**src/rtl/led_display_row_sequencer.sv**
```systemverilog
// Row scan sequencer for a HUB75-style LED panel: fetches a row pair, hands it to the
// shift PHY, then blanks, latches and holds it lit while the next row is prepared.
module led_display_row_sequencer #(
  parameter int unsigned NUM_COLS     = 64,
  parameter int unsigned NUM_ROWS     = 16,
  parameter int unsigned ADDR_W       = 4,
  parameter int unsigned BLANK_CYCLES = 4,
  parameter int unsigned HOLD_CYCLES  = 256
) (
  input  logic                  clk_in,
  input  logic                  reset_in,
  input  logic                  enable_in,
  output logic                  rd_en_out,
  output logic [ADDR_W-1:0]     rd_addr_out,
  input  logic [3*NUM_COLS-1:0] rd_top_in,
  input  logic [3*NUM_COLS-1:0] rd_bot_in,
  output logic [3*NUM_COLS-1:0] col_top_out,
  output logic [3*NUM_COLS-1:0] col_bot_out,
  output logic                  phy_enable_out,
  input  logic                  phy_ready_in,
  output logic [ADDR_W-1:0]     addr_out,
  output logic                  le_out,
  output logic                  oe_out,
  output logic                  frame_done_out
);

  localparam int unsigned CntMax = (HOLD_CYCLES > BLANK_CYCLES) ? HOLD_CYCLES : BLANK_CYCLES;
  localparam int unsigned CntW   = $clog2(CntMax + 1);

  localparam logic [CntW-1:0]   HoldLast  = CntW'(HOLD_CYCLES - 1);
  localparam logic [CntW-1:0]   BlankLast = CntW'(BLANK_CYCLES - 1);
  localparam logic [CntW-1:0]   CntOne    = CntW'(1);
  localparam logic [ADDR_W-1:0] RowLast   = ADDR_W'(NUM_ROWS - 1);
  localparam logic [ADDR_W-1:0] RowOne    = ADDR_W'(1);

  typedef enum logic [2:0] {
    StIdle, StFetch, StLoad, StStart, StWait, StBlank, StLatch, StShow
  } state_e;

  state_e                state_q, state_d;
  logic [ADDR_W-1:0]     row_q, row_d;
  logic [CntW-1:0]       cnt_q, cnt_d;
  logic                  lit_q, lit_d;
  logic [ADDR_W-1:0]     addr_q, addr_d;
  logic                  done_q, done_d;
  logic [3*NUM_COLS-1:0] col_top_q, col_bot_q;
  logic                  load_cols;

  always_ff @(posedge clk_in or posedge reset_in) begin
    if (reset_in) begin
      state_q   <= StIdle;
      row_q     <= '0;
      cnt_q     <= '0;
      lit_q     <= 1'b0;
      addr_q    <= '0;
      done_q    <= 1'b0;
      col_top_q <= '0;
      col_bot_q <= '0;
    end else begin
      state_q <= state_d;
      row_q   <= row_d;
      cnt_q   <= cnt_d;
      lit_q   <= lit_d;
      addr_q  <= addr_d;
      done_q  <= done_d;
      if (load_cols) begin
        col_top_q <= rd_top_in;
        col_bot_q <= rd_bot_in;
      end
    end
  end

  always_comb begin
    state_d        = state_q;
    row_d          = row_q;
    cnt_d          = cnt_q;
    lit_d          = lit_q;
    addr_d         = addr_q;
    done_d         = 1'b0;
    load_cols      = 1'b0;
    rd_en_out      = 1'b0;
    phy_enable_out = 1'b0;
    le_out         = 1'b0;
    oe_out         = 1'b1;

    unique case (state_q)
      StIdle: begin
        row_d = '0;
        lit_d = 1'b0;
        if (enable_in) state_d = StFetch;
      end
      StFetch: begin
        rd_en_out = 1'b1;
        oe_out    = ~lit_q;
        state_d   = StLoad;
      end
      StLoad: begin
        load_cols = 1'b1;
        oe_out    = ~lit_q;
        state_d   = StStart;
      end
      StStart: begin
        phy_enable_out = 1'b1;
        oe_out         = ~lit_q;
        cnt_d          = '0;
        state_d        = StWait;
      end
      StWait: begin
        oe_out = ~lit_q;
        // The PHY may still report ready on the cycle after the start pulse, so the
        // first WAIT cycle never exits; WAIT always spans at least two cycles.
        if (cnt_q != '0 && phy_ready_in) begin
          cnt_d   = '0;
          addr_d  = row_q;
          state_d = StBlank;
        end else begin
          cnt_d = CntOne;
        end
      end
      StBlank: begin
        if (cnt_q == BlankLast) begin
          cnt_d   = '0;
          state_d = StLatch;
        end else begin
          cnt_d = cnt_q + CntOne;
        end
      end
      StLatch: begin
        le_out  = 1'b1;
        lit_d   = 1'b1;
        cnt_d   = '0;
        state_d = StShow;
      end
      StShow: begin
        oe_out = 1'b0;
        if (cnt_q == HoldLast) begin
          cnt_d  = '0;
          done_d = (row_q == RowLast);
          row_d  = (row_q == RowLast) ? '0 : row_q + RowOne;
          if (enable_in) begin
            state_d = StFetch;
          end else begin
            state_d = StIdle;
            lit_d   = 1'b0;
            row_d   = '0;
          end
        end else begin
          cnt_d = cnt_q + CntOne;
        end
      end
      default: state_d = StIdle;
    endcase
  end

  assign rd_addr_out    = row_q;
  assign col_top_out    = col_top_q;
  assign col_bot_out    = col_bot_q;
  assign addr_out       = addr_q;
  assign frame_done_out = done_q;

endmodule
```
**config.mk**
```make
export PLATFORM = sky130hd
export DESIGN_NAME = led_display_row_sequencer
export DESIGN_NICKNAME = d
export VERILOG_FILES = /design/src/rtl/led_display_row_sequencer.sv
export SDC_FILE = /design/constraint.sdc
export NUM_CORES = 1
export LEC_CHECK = 0
export ABC_CLOCK_PERIOD_IN_PS = 13000
export CAP_MARGIN = 10
export CORE_AREA = 3 3 301 303
export DETAILED_ROUTE_END_ITERATION = 7
export DIE_AREA = 0 0 304 306
export GPL_TIMING_DRIVEN = 0
export SLEW_MARGIN = 10
export SYNTH_ARGS = -nofsm -noshare
export SYNTH_HDL_FRONTEND = slang
export SYNTH_SLANG_ARGS = --single-unit
```
**constraint.sdc**
```tcl
create_clock -name clk_in -period 13 [get_ports clk_in]
set_input_delay 1.3 -clock clk_in [delete_from_list [all_inputs] [get_ports clk_in]]
set_output_delay 1.3 -clock clk_in [all_outputs]
set_load 0.02 [all_outputs]
```
# Word level (Yosys, flattened, before mapping)

Cells that the tools add are included.

Add/subtract/negate cells: 2
Bitwise operators: 1
Eq/ne operators: 15
Reductions and logical operators: 12
Multiplexer cells: 24

Operator list:

| cell                                                 | count |
|---|---|
| case mux 9 bit (4 select lines)                      | 1 |
| case mux 3 bit (8 select lines)                      | 1 |
| two-way mux 9 bit                                    | 2 |
| equality test 3 bit (second input constant)          | 4 |
| two-way mux 3 bit                                    | 4 |
| two-way mux 4 bit                                    | 3 |
| two-way mux 1 bit                                    | 10 |
| != test 2 bit (second input constant)                | 5 |
| adder 9 x 1 -> 9 bit (second input constant)         | 1 |
| equality test 9 x 2 -> 1 bit (second input constant) | 1 |
| equality test 9 x 8 -> 1 bit (second input constant) | 1 |
| nonzero test 9 bit                                   | 1 |
| case mux 4 bit (2 select lines)                      | 1 |
| equality test 3 x 2 -> 1 bit (second input constant) | 2 |
| adder 4 x 1 -> 4 bit (second input constant)         | 1 |
| equality test 4 bit (second input constant)          | 1 |
| AND reduction 2 bit                                  | 2 |
| AND reduction 4 bit                                  | 1 |
| nonzero test 4 bit                                   | 1 |
| OR reduction 4 bit                                   | 1 |
| equality test 3 x 1 -> 1 bit (second input constant) | 1 |
| logical NOT 3 bit                                    | 1 |
| case mux 1 bit (3 select lines)                      | 1 |
| AND reduction 3 bit                                  | 1 |
| 6 further kinds                                      | 6 |

Logic and storage cells: 62
Flip-flop bits (word level): 406
Bits of input ports: 388
Output and inout port bits: 397

# Depth between registers and ports, before layout

Depth after elaboration: 5
Gate-level depth with buffers: 10
Gate-level depth less buffers: 10

# Worst setup path before layout

No wires, ideal clock.

Path kind: reg-to-output
From: register state_q[1]
To: output port oe_out
Buffers on the path: 2
Data arrival time: 1313 ps
Required time: 11700 ps
Setup slack: 10387 ps
Cell stages (with the launch flop): 6
Cell sequence: dfrtp_1 > clkbuf_1 > clkbuf_1 > o21ai_0 > nor2_1 > a21oi_1

Cells in the longest elaborated chain, start to end: 3
Elaborated cells on any way between the ends: 7
Classes of those cells: eq/ne (5); mux (1); reduce/logical (1)

Ends and longest elaborated chain:

| item                                              | line | source |
|---|---|---|
| from (decl)                                       | 40   | `state_e state_q, state_d;` |
| from (signal assigned)                            | 51   | `state_q <= StIdle;` |
| from (signal assigned)                            | 60   | `state_q <= state_d;` |
| equality test 3 bit, or another cell as far along | 86   | `unique case (state_q)` |
| OR reduction 4 bit (no line)                      | -    |  |
| case mux 1 bit (2 select lines) *                 | 86   |  |
| to (decl)                                         | 23   | `output logic oe_out,` |

Every way passes the cells marked *; elsewhere a longest branch is shown, timed or not.

# Worst setup path in the final report

Same ends and word-level chain as after synthesis.

==> impl_results.md <==
- Status: complete, no violations
- Area leader, netlist: dfrtp_1
- Critical path, cell by cell: clkbuf_1, clkbuf_1, o21ai_0, nor2_1, a21oi_1, clkdlybuf4s50_1
- Maximum clock rate: 264 MHz
- Input/output buffers: 784
- Count leader, synth: dfrtp_1
- Critical Path AT: 2.48 ns
- TritonCTS clock tree: done
- Initial antenna violation count: 13
- Unique cell type count in the Yosys netlist: 43
- Reg2reg start: state_q[1]
- Post-synth EDFFs: 0
- Die Area: 93000 sq um
- P_leak: 11.3 nW
- Clock latency at the later pin of the worst-skew pair: 0.58 ns
- CTS Buf Count: 50
- Kind of cell adding the most delay to the critical path: buffers and inverters
- Synth Instances: 955
- Pint: 0.00393 W
- Cell Rows: 109
- Logic pwr share: 0.425
- Seq pwr share: 0.352
- Reg2Reg Setup Slack: 10.40 ns
- Max Cap Viol: 0
- Seq/Total Area, Yosys: 0.654
- Final antenna-violating net count: 0
- Measured slew at the worst slew-check pin: 0.871 ns
- Synth warnings: 0
- Final setup vio count: 0
- Slew Viols, Final: 0
- Critical-path top delay cell: clkdlybuf4s50_1
- Tcrit/Tclk final: 0.291
- # hold bufs at CTS: 0
- Bufs and invs on worst path: 3
- CP peak stage delay: 0.65 ns
- Cell Area, Synth: 15500 sq um
- Initial core utilization: 0.176
- Critical Path RT: 11.70 ns
- HPWL after DPL: 47500 um
- Asr flop ratio synth: 1.00
- Boundary Pins: 785
- Layout cells sized above 1: 0.0716
- Startpoint class of the critical path: flip-flop
- Post-synth top cells: dfrtp_1, mux2_1, buf_4
- Main synth FF type: dfrtp_1
- GPL Wtd Cong: 0.823
- Vias per cell: 3.79
- Crit-path most repeated cell: clkbuf_1
- Final wirelength: 58700 um
- NumNets Final: 2188
- Worst Slack Setup Final: 9.22 ns
- Largest cells by area after synthesis: dfrtp_1, mux2_1, buf_4, ha_1, mux2_4
- Tmin final: 3.78 ns
- Clk buf depth: 3
- Largest net degree at the start of global routing: 115
- DR WL/cell: 19.6 um
- HP Start: col_bot_out[5]
- Vias in the first global route: 12800
- Die X: 304 um
- Core Area: 88200 sq um
- Drt pass-1 iters: 4
- Grt total ovfl: 0
- Peak supply drop: 124 uV
- Kind of critical path: reg -> out
- Rel. slew slack: 0.415
- Area Overhead vs Synth: 70.9%
- Unrepaired setup endpoints after global routing: false
- Critical R2R Capture: col_top_out[70]
- Hold Path Stages: 1
- Worst Path Max Fanout: 10
- Initial DRC Count: 344
- Die Y: 306 um
- Fin. Hold Viols: 0
- Postcts setup bufs: 0
- DRC errors left: 0
- Post-Syn Nets: 1348
- Switching part of the total: 0.350
- Syn avg cell area: 16.3 sq um
- Final instance area: 26500 sq um
- Switching pwr: 0.00212 W
- Reg clk slew, reported paths: 0.06 ns
- Root Driver: clkbuf_16
- Worst reg2reg path depth: 5
- First-pass GRT wire length: 86400 um
- GRT Util Overall: 0.122
- Final Power: 0.00604 W
- Placed cell area: 25000 sq um
- Clock Skew: 0.0219 ns
- Clock power frac: 0.223
- PwrDens: 228 nW/um^2
- H-tree depth: 2
- DP Worst Slack: 9.84 ns
- DR vias: 11400
- Yosys top cell area share: 0.654
- Worst min-delay path class: reg -> reg
- Endpoint, Worst Hold: col_bot_out[5]
- Post-cts sizing count: 0
- CTS sink count: 406
- Register bit total from synthesis: 406
- Crit end category: output pin
worst register-to-register path: cells and delay by family (launching register included):
family / cells / cell delay [ns]
buf+inv: 3 / 1.05
mux: 1 / 0.36
simple gates: 1 / 0.74
flops: 1 / 0.32
power groups by stage:
stage	registers, W	logic [W]	clock network [W]
final	0.00213	0.00257	0.00134
after global routing	0.00221	0.00271	0.00146
after CTS	0.00214	0.00261	0.00141
after detailed placement	0.00215	0.00260	0
after global placement	0.00213	0.00258	0
after floorplan	0.00278	0.000435	0
worst max path at each step:
stage | from | endpoint | slack (ns) | cells after the start
2_1_floorplan | reset_in | addr_out[0] | 0.41 | 1
3_3_place_gp | reset_in | col_top_out[183] | -4.57 | 2
3_5_place_dp | state_q[1] | oe_out | 9.84 | 6
4_1_cts | state_q[1] | oe_out | 9.16 | 6
5_1_grt | state_q[1] | oe_out | 9.00 | 6
6_report | state_q[1] | oe_out | 9.22 | 6
logic make-up after synthesis:
family / Yosys count / synth area share
buffers and inverters: 60 / 0.0246
multiplexers: 388 / 0.282
XOR/XNOR: 2 / 0.00113
AO/OA/AOI/OAI: 41 / 0.0159
flip-flops: 406 / 0.654
adder cells (fa/ha/maj): 5 / 0.00403
AND/OR/NAND/NOR: 53 / 0.0177
flip-flops by register name (all words and copies together) (netlist names):
register        flops
frame_done_out      1
state_q             3
rd_addr_out         4
addr_out            4
cnt_q               9
col_top_out       192
lit_q               1
col_bot_out       192
cells in the final DEF (no fill, tap or decap), drive strengths merged, types with 3 or more instances in the layout:
cell	netlist	routed
nand3	7	7
nor3b	3	3
clkdlybuf4s50	0	784
ha	5	5
dfrtp	406	406
mux2	388	388
nand2	14	14
clkbuf	4	81
clkinv	0	5
a21oi	7	7
buf	47	51
nor3	4	4
o21ai	19	19
inv	9	12
nor2	12	12
cell type report:
class	instances	area, sq um
clock inverter	10	92.6
fill	8869	61700
clock buffer	77	1490
tap	1165	1460
timing repair buffer	788	7960
buffer	51	348
inverter	9	41.3
sequential	406	10200
multi-input combinational	489	4990
antenna	1	2.50
per-layer routing:
layer  wire length, um  global-route usage  vias to the layer above  share of wire
met5                27                   0                        -        0.00046
met4              1260              0.0287                        4          0.022
li1                  -                   -                     5056              -
met2             29500               0.218                      512           0.50
met3              5540              0.0497                       93          0.094
met1             22300               0.136                     5690           0.38
stage by stage:
step                      cells  setup TNS, ns  hold WS [ns]   util
after floorplan             955              0         0.513      -
after global placement     2904       -1820.39         0.466  0.281
after detailed placement   2908              0         0.474  0.283
after CTS                  2995              0         0.486  0.301
after global routing       2995              0         0.494  0.301
final                      2996              0         0.480  0.301
(Power assumes the default switching activity.)
